## src/rtl/secded_correct_pipe.sv

```systemverilog
// Two-stage SEC-DED (extended Hamming) decode-and-correct pipeline.
// Stage 1 computes the syndrome and overall parity. Stage 2 classifies the
// word, optionally corrects one bit, and extracts the data. Both stages
// share one advance enable, so a stall freezes the whole pipe, bubbles
// included. Two saturating counters record delivered error words.
module secded_correct_pipe #(
    parameter  int DATA_W = 32,
    parameter  int CNT_W  = 16,
    // Smallest p with 2^p >= DATA_W+p+1, valid for DATA_W in 4..64.
    localparam int P      = (DATA_W <= 4)  ? 3 :
                            (DATA_W <= 11) ? 4 :
                            (DATA_W <= 26) ? 5 :
                            (DATA_W <= 57) ? 6 : 7,
    localparam int N      = DATA_W + P
) (
    input  logic              clk,
    input  logic              rst,
    input  logic              in_valid,
    output logic              in_ready,
    input  logic [N:0]        in_cw,
    input  logic              corr_en,
    output logic              out_valid,
    input  logic              out_ready,
    output logic [DATA_W-1:0] out_data,
    output logic              out_corr,
    output logic              out_uncorr,
    input  logic              clr_cnt,
    output logic [CNT_W-1:0]  corr_cnt,
    output logic [CNT_W-1:0]  uncorr_cnt
);

    localparam logic [P-1:0] N_S = P'(N);

    // Data occupies every non-power-of-two position from 3 upward, in order.
    function automatic logic [DATA_W-1:0] extract(input logic [N:0] cw);
        logic [DATA_W-1:0] d;
        int                k;
        d = '0;
        k = 0;
        for (int i = 3; i <= N; i++) begin
            if ((i & (i - 1)) != 0) begin
                d[k] = cw[i];
                k++;
            end
        end
        return d;
    endfunction

    logic              advance;
    logic              hs_out;

    logic              v1_q;
    logic [P-1:0]      syn_q;
    logic              par_q;
    logic [N:0]        cw_q;
    logic              ce_q;

    logic [P-1:0]      syn_d;
    logic              par_d;

    logic              out_valid_q;
    logic [DATA_W-1:0] data_q;
    logic              corr_q;
    logic              uncorr_q;

    logic              single_d;
    logic              uncorr_d;
    logic [N:0]        cw_fix_d;
    logic [DATA_W-1:0] data_d;

    logic [CNT_W-1:0]  corr_cnt_q;
    logic [CNT_W-1:0]  uncorr_cnt_q;

    assign advance  = !out_valid_q || out_ready;
    assign in_ready = advance;
    assign hs_out   = out_valid_q && out_ready;

    // Syndrome is the XOR of the indices of all set positions; q is total parity.
    always_comb begin
        syn_d = '0;
        for (int i = 1; i <= N; i++) begin
            if (in_cw[i]) syn_d = syn_d ^ P'(i);
        end
        par_d = ^in_cw;
    end

    // Stage 1 register: syndrome, parity, raw word and mode travel together.
    always_ff @(posedge clk) begin
        if (rst) begin
            v1_q <= 1'b0;
        end else if (advance) begin
            v1_q  <= in_valid;
            syn_q <= syn_d;
            par_q <= par_d;
            cw_q  <= in_cw;
            ce_q  <= corr_en;
        end
    end

    // Classify and correct. A syndrome of 0 or a power of two with odd parity
    // points at a check bit, so flipping it leaves the data untouched.
    always_comb begin
        single_d = par_q && (syn_q <= N_S);
        uncorr_d = (par_q && (syn_q > N_S)) || (!par_q && (syn_q != '0));
        cw_fix_d = cw_q;
        if (single_d && ce_q) cw_fix_d[syn_q] = ~cw_q[syn_q];
        data_d = extract(cw_fix_d);
    end

    // Stage 2 register: only real words overwrite the visible result.
    always_ff @(posedge clk) begin
        if (rst) begin
            out_valid_q <= 1'b0;
            data_q      <= '0;
            corr_q      <= 1'b0;
            uncorr_q    <= 1'b0;
        end else if (advance) begin
            out_valid_q <= v1_q;
            if (v1_q) begin
                data_q   <= data_d;
                corr_q   <= single_d;
                uncorr_q <= uncorr_d;
            end
        end
    end

    // Saturating error counters; clear beats a same-cycle delivery.
    always_ff @(posedge clk) begin
        if (rst || clr_cnt) begin
            corr_cnt_q   <= '0;
            uncorr_cnt_q <= '0;
        end else if (hs_out) begin
            if (corr_q && (corr_cnt_q != '1))     corr_cnt_q   <= corr_cnt_q + 1'b1;
            if (uncorr_q && (uncorr_cnt_q != '1)) uncorr_cnt_q <= uncorr_cnt_q + 1'b1;
        end
    end

    assign out_valid  = out_valid_q;
    assign out_data   = data_q;
    assign out_corr   = corr_q;
    assign out_uncorr = uncorr_q;
    assign corr_cnt   = corr_cnt_q;
    assign uncorr_cnt = uncorr_cnt_q;

endmodule
```

## config.mk

```make
export PLATFORM = sky130hd
export DESIGN_NAME = secded_correct_pipe
export DESIGN_NICKNAME = d
export VERILOG_FILES = /design/src/rtl/secded_correct_pipe.sv
export SDC_FILE = /design/constraint.sdc
export NUM_CORES = 1
export LEC_CHECK = 0
export ABC_CLOCK_PERIOD_IN_PS = 4300
export CAP_MARGIN = 25
export CORE_UTILIZATION = 52
export DETAILED_ROUTE_END_ITERATION = 8
export PLACE_DENSITY = 0.84
export REMOVE_ABC_BUFFERS = 1
export SLEW_MARGIN = 20
export SYNTH_ARGS = -nofsm -noshare
export SYNTH_HDL_FRONTEND = slang
export SYNTH_SLANG_ARGS = --single-unit
```

## constraint.sdc

```tcl
create_clock -name clk -period 4.3 [get_ports clk]
set_input_delay 0.86 -clock clk [delete_from_list [all_inputs] [get_ports clk]]
set_output_delay 0.86 -clock clk [all_outputs]
set_load 0.03 [all_outputs]
```

# Word-level counts from Yosys, hierarchy flattened
# Cells that the tools add are included.
[totals]
ff_bits = 115
inputBits = 45
out_inout_bits = 68
wordCells = 121
[classes]
n_addsub = 2
order_cmp = 4
n_eq_ne = 2
muxes = 44
n_bitwise = 39
n_reduce_logical = 19
[ops]
columns = ["op", "count"]
rows = [
  ["$mux 5", 16],
  ["$mux 6", 7],
  ["$bwmux 39", 1],
  ["$mux 39", 1],
  ["$not 3->3", 13],
  ["$reduce_xor 39->1", 1],
  ["$add 16x1->16 const B", 2],
  ["$mux 4", 8],
  ["$ne 16x16->1 const B", 2],
  ["$not 2->2", 13],
  ["$not 4->4", 5],
  ["$mux 3", 4],
  ["$logic_and 1x1->1", 8],
  ["$reduce_and 2->1", 4],
  ["$lt 6x7->1 const B", 1],
  ["$bmux 1 s6", 1],
  ["$demux 1 s6", 1],
  ["$ge 6x1->1 const B", 1],
  ["$gt 6x6->1 const B", 1],
  ["$le 6x6->1 const B", 1],
  ["$reduce_bool 6->1", 1],
  ["$not 1->1 const A", 5],
  ["$not 5->5", 1],
  ["$mux 2", 2],
  ["other kinds (4)", 10],
]

# Longest topological paths before layout
# Gate-level depths: netlist of run 1.
[depth]
ltp_word = 70
ltp_mapped = 8
ltp_nobuf = 7

# Least setup slack after synthesis of run 1
# Ideal clock, no wire load.
[synth_path]
path_type = "input port to flip-flop"
from = "input rst"
to = "register ce_q (enable)"
setup_time_ns = 0.451
arrival_time_ns = 3.242
required_ns = 3.849
slack_ns = 0.606
cell_stages = 3
path_buffers = 2
path_cell_list = "clkbuf_1 buf_1 nor2_1"
[synth_via]
elab_chain_len = 2
[synth_lines]
columns = ["item", "line", "text"]
rows = [
  ["start: declaration", "17", "input logic rst,"],
  ["$not 1->1 (no line)", "-", ""],
  ["$reduce_and 2->1 (no line)", "-", ""],
  ["end signal: assignment", "96", "ce_q <= corr_en;"],
  ["end: declaration", "56", "logic ce_q;"],
]
# Every way passes these cells.
# A chain may end at the register's enable or synchronous reset.

# Worst setup path after layout of run 1
[layout_path]
from = "input out_ready"
to = "output in_ready"
[layout_via]
elab_chain_len = 1
[layout_lines]
columns = ["item", "line", "text"]
rows = [
  ["start: declaration", "23", "input logic out_ready,"],
  ["$logic_or 1x1->1", "74", "assign advance = !out_valid_q || out_ready;"],
  ["end: declaration", "19", "output logic in_ready,"],
]
# Every way passes these cells.

==> results of run 1 <==
-- path summary, 6_finish.rpt --
path,endpoint,cells after the start,from,slack (ns)
worst max-delay path,in_ready,4,out_ready,1.07
worst min-delay path,out_data[22],2,out_data[22],0.45
worst max register to register,out_data[0],6,syn_q[2],1.52
worst min register to register,out_data[22],2,out_data[22],0.45
-- registers in the layout, indices dropped and copies added (netlist names) --
signal and count:
ce_q 1, out_valid 1, out_data 32, uncorr_cnt 16, cw_q 39, v1_q 1
par_q 1, out_uncorr 1, out_corr 1, syn_q 6, corr_cnt 16
-- cells in the mapped netlist (all sizes together) (6+ instances only) --
| master | number | area, um^2 |
|---|---|---|
| and2 | 11 | 68.8 |
| xor2 | 37 | 324 |
| nand3 | 23 | 115 |
| and4 | 7 | 61.3 |
| nand2 | 33 | 124 |
| mux2i | 11 | 110 |
| a21oi | 28 | 144 |
| or3 | 7 | 43.8 |
| dfxtp | 68 | 1360 |
| clkbuf | 16 | 60.1 |
| a311oi | 6 | 52.6 |
| a22o | 16 | 140 |
| a31oi | 8 | 50.1 |
| o21ai | 14 | 70.1 |
| and3 | 12 | 75.1 |
| xnor2 | 60 | 526 |
| nor2 | 61 | 229 |
| buf | 11 | 75.1 |
| nor3 | 15 | 86.3 |
| edfxtp | 47 | 1410 |
| nand4 | 9 | 56.3 |
-- where the power goes --
part | leakage [nW] | internal (mW) | total, mW | switching, mW
clock network | 0.304 | 0.941 | 1.41 | 0.473
registers | 1.01 | 1.24 | 1.39 | 0.148
logic | 1.34 | 0.363 | 0.817 | 0.454
-- worst max-delay path: cells and delay by family --
kind                   cells  cell delay, ns
buffers and inverters      3            1.19
and+or+nand+nor            1            0.32
-- final cells by class --
cell class	count	share of cell area [%]
tap	136	2.28
multi-input combinational	405	36.9
inverter	5	0.252
clock buffer	22	6.36
timing repair buffer	115	15.3
sequential	115	37.2
clock inverter	10	1.70
-- metal layers --
metal | track usage (%) | vias to the layer above
met2 | 44.4 | 195
li1 | - | 2213
met3 | 7.48 | 19
met5 | 0 | -
met1 | 31.6 | 2143
met4 | 10.9 | 0
-- kinds of logic after synthesis --
logic type,synth area share (%)
flip-flops,48.9
buffers and inverters,2.72
multiplexers,3.27
adder cells (fa/ha/maj),0.442
AO/OA/AOI/OAI,11.7
AND/OR/NAND/NOR,17.2
XOR/XNOR,15.8
-- cells in the final DEF (no fill, tap or decap), types with 4 or more instances in the layout --
cell / synthesis / layout
sky130_fd_sc_hd__clkdlybuf4s50_1: 0 / 112
sky130_fd_sc_hd__dfxtp_1: 68 / 68
sky130_fd_sc_hd__xnor2_1: 60 / 60
sky130_fd_sc_hd__nor2_1: 61 / 60
sky130_fd_sc_hd__edfxtp_1: 47 / 47
sky130_fd_sc_hd__xor2_1: 37 / 37
sky130_fd_sc_hd__nand2_1: 33 / 33
sky130_fd_sc_hd__a21oi_1: 27 / 27
sky130_fd_sc_hd__nand3_1: 23 / 23
sky130_fd_sc_hd__clkbuf_16: 0 / 17
sky130_fd_sc_hd__a22o_1: 16 / 16
sky130_fd_sc_hd__nor3_1: 14 / 14
sky130_fd_sc_hd__and3_1: 12 / 12
sky130_fd_sc_hd__mux2i_1: 11 / 11
sky130_fd_sc_hd__o21ai_0: 11 / 11
sky130_fd_sc_hd__and2_1: 11 / 11
sky130_fd_sc_hd__nand4_1: 9 / 9
sky130_fd_sc_hd__a31oi_1: 8 / 8
sky130_fd_sc_hd__or3_1: 7 / 7
sky130_fd_sc_hd__and4_1: 7 / 7
sky130_fd_sc_hd__a311oi_1: 6 / 6
sky130_fd_sc_hd__clkinv_2: 0 / 6
sky130_fd_sc_hd__a21o_1: 5 / 5
sky130_fd_sc_hd__a41oi_1: 5 / 5
sky130_fd_sc_hd__a211oi_1: 5 / 5
sky130_fd_sc_hd__nor2b_1: 4 / 4
sky130_fd_sc_hd__inv_1: 4 / 4
==> metrics.md, run 1 <==
| Metric | Value |
|---|---|
| Cts repair resizes | `0` |
| Detail Route met2 WL | `6910 um` |
| Placeable core area | `around 10000 um^2` |
| Sequential cell area | `2770 um^2` |
| Mean instance size in the synthesized netlist | `10.3 um^2` |
| CP most frequent cell | `sky130_fd_sc_hd__clkdlybuf4s50_1` |
| Crit end category | `output port` |
| Relative area change from synthesis to final layout | `31.5%` |
| Die height | `106 um` |
| Post-layout util | `71.2%` |
| Htree depth | `4` |
| Hold Crit Class | `reg -> reg` |
| Number of distinct standard cells referenced by the synthesized netlist | `53` |
| Post-synth design cell area | `5670 um^2` |
| Top_reg_cell synth | `sky130_fd_sc_hd__dfxtp_1` |
| Clock Skews | `approximately 0.0066 ns` |
| Pin count of the biggest net entering global routing | `48` |
| Wire length on met3 | `803 um` |
| Setup violation total in the final timing report | `0` |
| Cell Rows | `37` |
| Post-CTS setup-driven buffer insertion count | `0` |
| Post-Route WL | `roughly 14000 um` |
| All-Layer GR Usage | `a little over a quarter` |
| Hold_buf cts | `0` |
| Initial DRC count | `410` |
| Final count of pins violating max slew | `0` |
| Worst Setup Start Kind | `input pin` |
| First-pass iteration count of the detailed router | `5` |
| TritonCTS clock tree | `done` |
| Share of synthesized registers carrying an async set or reset | `0%` |
| Portion of the post-synthesis area used by sequential elements | `48.9%` |
| Final standard cell area without fillers | `7450 um^2` |
| Detailed Place HPWL | `10300 um` |
| Static leakage | `2.66 nW` |
| Syn. warnings | `0` |
| Cell-by-cell listing of the critical path | `clkdlybuf4s50_1 -> nor2b_1 -> inv_1 -> clkdlybuf4s50_1` |
| Post-placement worst setup slack | `1.08 ns` |
| Antenna-violating nets left | `0` |
| Clock root buffer | `sky130_fd_sc_hd__clkbuf_8` |
| Final hold slack | `0.452 ns` |
| Post-synthesis instance total | `around 550` |
| Final estimated routing congestion in global placement | `0.911` |
| Clk sink count | `~120` |
| Worst IR Drop VDD | `0.000308 V` |
| Final hold violation count | `0` |
| Post-route insts no fill | `808` |
| Nets@finish | `706` |
| Cells after DPL | `776` |
| Post-route worst setup slack | `1.07 ns` |
| Clock transition at the register clock pins on the worst setup and hold paths after CTS | `0.05 ns` |
| Highest clock rate | `309 MHz` |
| Design Power | `3.62 mW` |
| Crit path max fanout | `4` |
| Met1 Wirelength | `5930 um` |
| Filler instances | `756` |
| Antenna violations before repair | `0` |
| Antenna cells | `0` |
| Peak per-stage delay on the critical path | `0.62 ns` |
| Top routing layer in use | `met4` |
| Via/cell ratio | `5.66` |
| Number of synthesized register bits | `115` |
| Status | `finished clean` |
| Port Buffer Count | `112` |
| Total global routing overflow | `0` |
| Headroom to the max-slew limit | `between 30% and 40%` |
| Standard cell area after detailed placement | `6850 um^2` |
| Via count of the first global-routing pass | `4532` |
| Die area | `11300 um^2` |
| Final period utilization | `75.1%` |
| Post-layout min period | `3.23 ns` |
| Cell area power density | `486 nW/um^2` |
| Worst skew pair latency | `0.52 ns` |
| Transition time at the pin with the least slew margin | `1.05 ns` |
| IO Pins | `113` |
| Via count | `around 4600` |
| Setup repair after global routing missed its margin | `no` |
| Overall die width | `about 110 um` |
| Data required, critical path | `3.44 ns` |
| EDFF count, synth | `47` |
| Effective utilization at floorplan | `54.1%` |
| Cell type of the slowest stage on the worst timing path | `sky130_fd_sc_hd__clkdlybuf4s50_1` |
| Arrival time of the worst setup path | `about 2.4 ns` |
| Max-cap violation count | `0` |
| Clk buf depth | `2` |
| Critical path class | `in -> out` |
| Clock buffers created by TritonCTS | `17` |
| DRC viols | `0` |
| First-pass GRT wire length | `roughly 23000 um` |
| Average wire per standard cell | `17.3 um` |
| Layout cells sized above 1 | `6.40%` |
| Multi-input gate area | `2750 um^2` |
| Setup TNS | `0 ns` |
Power figures use the tool's default switching activity.
==> run 2: changes to the inputs <==
- ABC_CLOCK_PERIOD_IN_PS: 4300 -> 3200
- clock period: 4.3 -> 3.2 ns (I/O delays scaled with it)
==> run 2 against run 1 <==
Global-route usage is 0.14 points higher; sequential cell count stayed put; combinational power is 36% higher; sequential share of layout area is 0.081 points lower; routed wire length is 3.0% higher; power is 34% higher; final cell count is 0.50% higher.
==> metrics.md, run 2 (same netlist as run 1, synthesis figures left out) <==
| Metric | Value |
|---|---|
| Pint | `3.41 mW (+34%)` |
| Via count of the first global-routing pass | `4515 (-0.38%)` |
| Detailed Place HPWL | `10600 um (+3.0%)` |
| Crit path max fanout | `4 (unchanged)` |
| Antenna cells | `0 (unchanged)` |
| Reported net switching power | `1.44 mW (+34%)` |
| DRC viols | `0 (unchanged)` |
| Crit end category | `output port` |
| Cts repair resizes | `0 (unchanged)` |
| Max-cap violation count | `0 (unchanged)` |
| Post-CTS setup-driven buffer insertion count | `0 (unchanged)` |
| Final hold violation count | `0 (unchanged)` |
| Hold_buf cts | `0 (unchanged)` |
| Status | `finished clean` |
| Count of buffer and inverter cells on the critical path | `3 (unchanged)` |
| Hold path startpoint | `out_data[20]` |
| Nets@finish | `710 (+0.57%)` |
| Total global routing overflow | `0 (unchanged)` |
| Combinational share of power | `23.0% (+0.4 points)` |
| Worst Setup Start Kind | `input pin` |
| Overall die width | `106 um (unchanged)` |
| All-Layer GR Usage | `26.5% (+0.14 points)` |
| Most flop-heavy register | `cw_q` |
| Cell-by-cell listing of the critical path | `clkdlybuf4s50_1 -> nor2b_1 -> inv_1 -> clkdlybuf4s50_1` |
| Effective utilization at floorplan | `54.1% (unchanged)` |
| IO Pins | `113 (unchanged)` |
| Highest-count cells in the layout ignoring fill and taps | `sky130_fd_sc_hd__clkdlybuf4s50_1, sky130_fd_sc_hd__dfxtp_1, sky130_fd_sc_hd__xnor2_1, sky130_fd_sc_hd__nor2_1, sky130_fd_sc_hd__edfxtp_1` |
| Antenna-violating nets left | `0 (unchanged)` |
| Pin count of the biggest net entering global routing | `48 (unchanged)` |
| Final period utilization | `87.1%` |
| Clock buffers created by TritonCTS | `17 (unchanged)` |
| Hold Crit Class | `reg -> reg` |
| Clk buf depth | `2 (unchanged)` |
| Via count | `4723 (+3.3%)` |
| CP most frequent cell | `sky130_fd_sc_hd__clkdlybuf4s50_1` |
| Post-Route WL | `14400 um (+3.0%)` |
| First-pass GRT wire length | `22800 um (+1.2%)` |
| Htree depth | `4 (unchanged)` |
| FF-to-FF path depth | `7 (+1)` |
| Logic depth of the worst setup path including buffers | `4 (unchanged)` |
| Worst skew pair latency | `0.52 ns (about the same)` |
| Filler instances | `752 (-0.53%)` |
| Clock transition at the register clock pins on the worst setup and hold paths after CTS | `0.05 ns (about the same)` |
| Initial DRC count | `419 (+2.2%)` |
| Clock root buffer | `sky130_fd_sc_hd__clkbuf_8` |
| Cell Rows | `37 (unchanged)` |
| Startpoint of the worst setup timing path | `out_ready` |
| Sequential power share | `38.2% (-0.2 points)` |
| Transition time at the pin with the least slew margin | `0.803 ns (-0.245 ns)` |
| Placeable core area | `10500 um^2 (unchanged)` |
| First-pass iteration count of the detailed router | `5 (unchanged)` |
| Average wire per standard cell | `17.7 um (+2.5%)` |
| Relative area change from synthesis to final layout | `31.8%` |
| Final estimated routing congestion in global placement | `0.939 (+3.0%)` |
| Layout cells sized above 1 | `6.36% (-0.038 points)` |
| Multi-input gate area | `2750 um^2 (unchanged)` |
| Clock Skews | `0.0133 ns (+0.00669 ns)` |
| Max reg flops | `39 (unchanged)` |
| Kind of cell with the highest combined delay on the critical path | `buffers and inverters` |
| Antenna violations before repair | `0 (unchanged)` |
| Post-route insts no fill | `812 (+0.50%)` |
| Headroom to the max-slew limit | `46.4% (+16 points)` |
| Via/cell ratio | `5.82 (+2.8%)` |
| Switching Fraction | `29.7% (about the same)` |
| Post-layout min period | `2.79 ns` |
| Cell type of the slowest stage on the worst timing path | `sky130_fd_sc_hd__clkdlybuf4s50_1` |
| Highest clock rate | `359 MHz` |
| Die area | `11300 um^2 (unchanged)` |
| Static leakage | `2.65 nW (-0.11%)` |
| Setup repair after global routing missed its margin | `no` |
| Design Power | `4.85 mW (+34%)` |
| Cell area power density | `649 nW/um^2 (+34%)` |
| Setup TNS | `0 ns (unchanged)` |
| Port Buffer Count | `112 (unchanged)` |
| Worst IR Drop VDD | `0.000408 V (+33%)` |
| Arrival time of the worst setup path | `2.15 ns (-0.22 ns)` |
| Clk sink count | `115 (unchanged)` |
| Hold path depth | `2 (unchanged)` |
| Clock share of power | `38.8% (-0.3 points)` |
| Final hold slack | `0.447 ns (-0.00484 ns)` |
| Peak per-stage delay on the critical path | `0.62 ns (about the same)` |
| Critical path class | `in -> out` |
| Data required, critical path | `2.56 ns (-0.88 ns)` |
| Launch instance of the worst register-to-register path | `syn_q[2]` |
| Sequential cell area | `2770 um^2 (unchanged)` |
| Final count of pins violating max slew | `0 (unchanged)` |
| Commonest non-fill, non-tap cell in the layout | `sky130_fd_sc_hd__clkdlybuf4s50_1` |
| Die height | `106 um (unchanged)` |
| Setup violation total in the final timing report | `0 (unchanged)` |
| Cells after DPL | `780 (+0.52%)` |
| TritonCTS clock tree | `done` |
-- run 2: cell types whose count changed in the layout (fill, tap and decap cells not counted) --
cell | before | now
sky130_fd_sc_hd__clkbuf_16 | 17 | 16
sky130_fd_sc_hd__clkinvlp_4 | 0 | 2
sky130_fd_sc_hd__buf_4 | 3 | 7
sky130_fd_sc_hd__clkinv_1 | 0 | 4
sky130_fd_sc_hd__bufinv_16 | 3 | 4
sky130_fd_sc_hd__clkinv_2 | 6 | 3
sky130_fd_sc_hd__clkbuf_8 | 3 | 1
sky130_fd_sc_hd__inv_4 | 1 | 0
-- run 2: metal layers --
metal | share of wire [%] | track usage, % | wire length (um)
met5 | 0 | 0 | 0
met4 | 3.2 | 13.1 | 465
met3 | 6.8 | 6.19 | 979
met2 | 49 | 44.8 | 7110
met1 | 41 | 31.7 | 5850
-- run 2: tightest hold or removal path: cells and delay by family, from the launching register on --
| family | cells | cell delay, ns |
|---|---|---|
| compound gates | 1 | 0.05 |
| simple gates | 1 | 0.05 |
| flops | 1 | 0.30 |
-- run 2: final cells by class --
type                            instances  share of cell area (%)
Sequential cell                       115                    37.1
Multi-Input combinational cell        405                    36.8
Timing Repair Buffer                  119                    15.7
Clock buffer                           19                    5.65
Tap cell                              136                    2.28
Clock inverter                         13                    2.21
Inverter                                5                   0.251
-- run 2: power groups by stage --
stage | Sequential [mW] | Combinational (mW) | Clock [mW]
floorplan | 1.88 | 0.704 | 0
global placement | 1.88 | 1.07 | 0
detailed placement | 1.87 | 1.09 | 0
CTS | 1.84 | 1.11 | 1.91
global route | 1.86 | 1.20 | 1.98
finish | 1.85 | 1.11 | 1.88
-- run 2: through the flow --
stage	instance area [um^2]	worst slack [ns]	util, %
finish	7470	0.413	71.4
global route	7470	0.336	71.4
floorplan	5530	0.0687	-
detailed placement	6880	0.412	65.8
global placement	6880	0.437	65.8
CTS	7470	0.412	71.4
-- run 2: worst paths after layout --
| check | to | slack [ns] |
|---|---|---|
| hold reg to reg | out_data[20] | 0.45 |
| setup reg to reg | out_data[26] | 0.54 |
| hold / removal | out_data[20] | 0.45 |
| setup / recovery | in_ready | 0.41 |
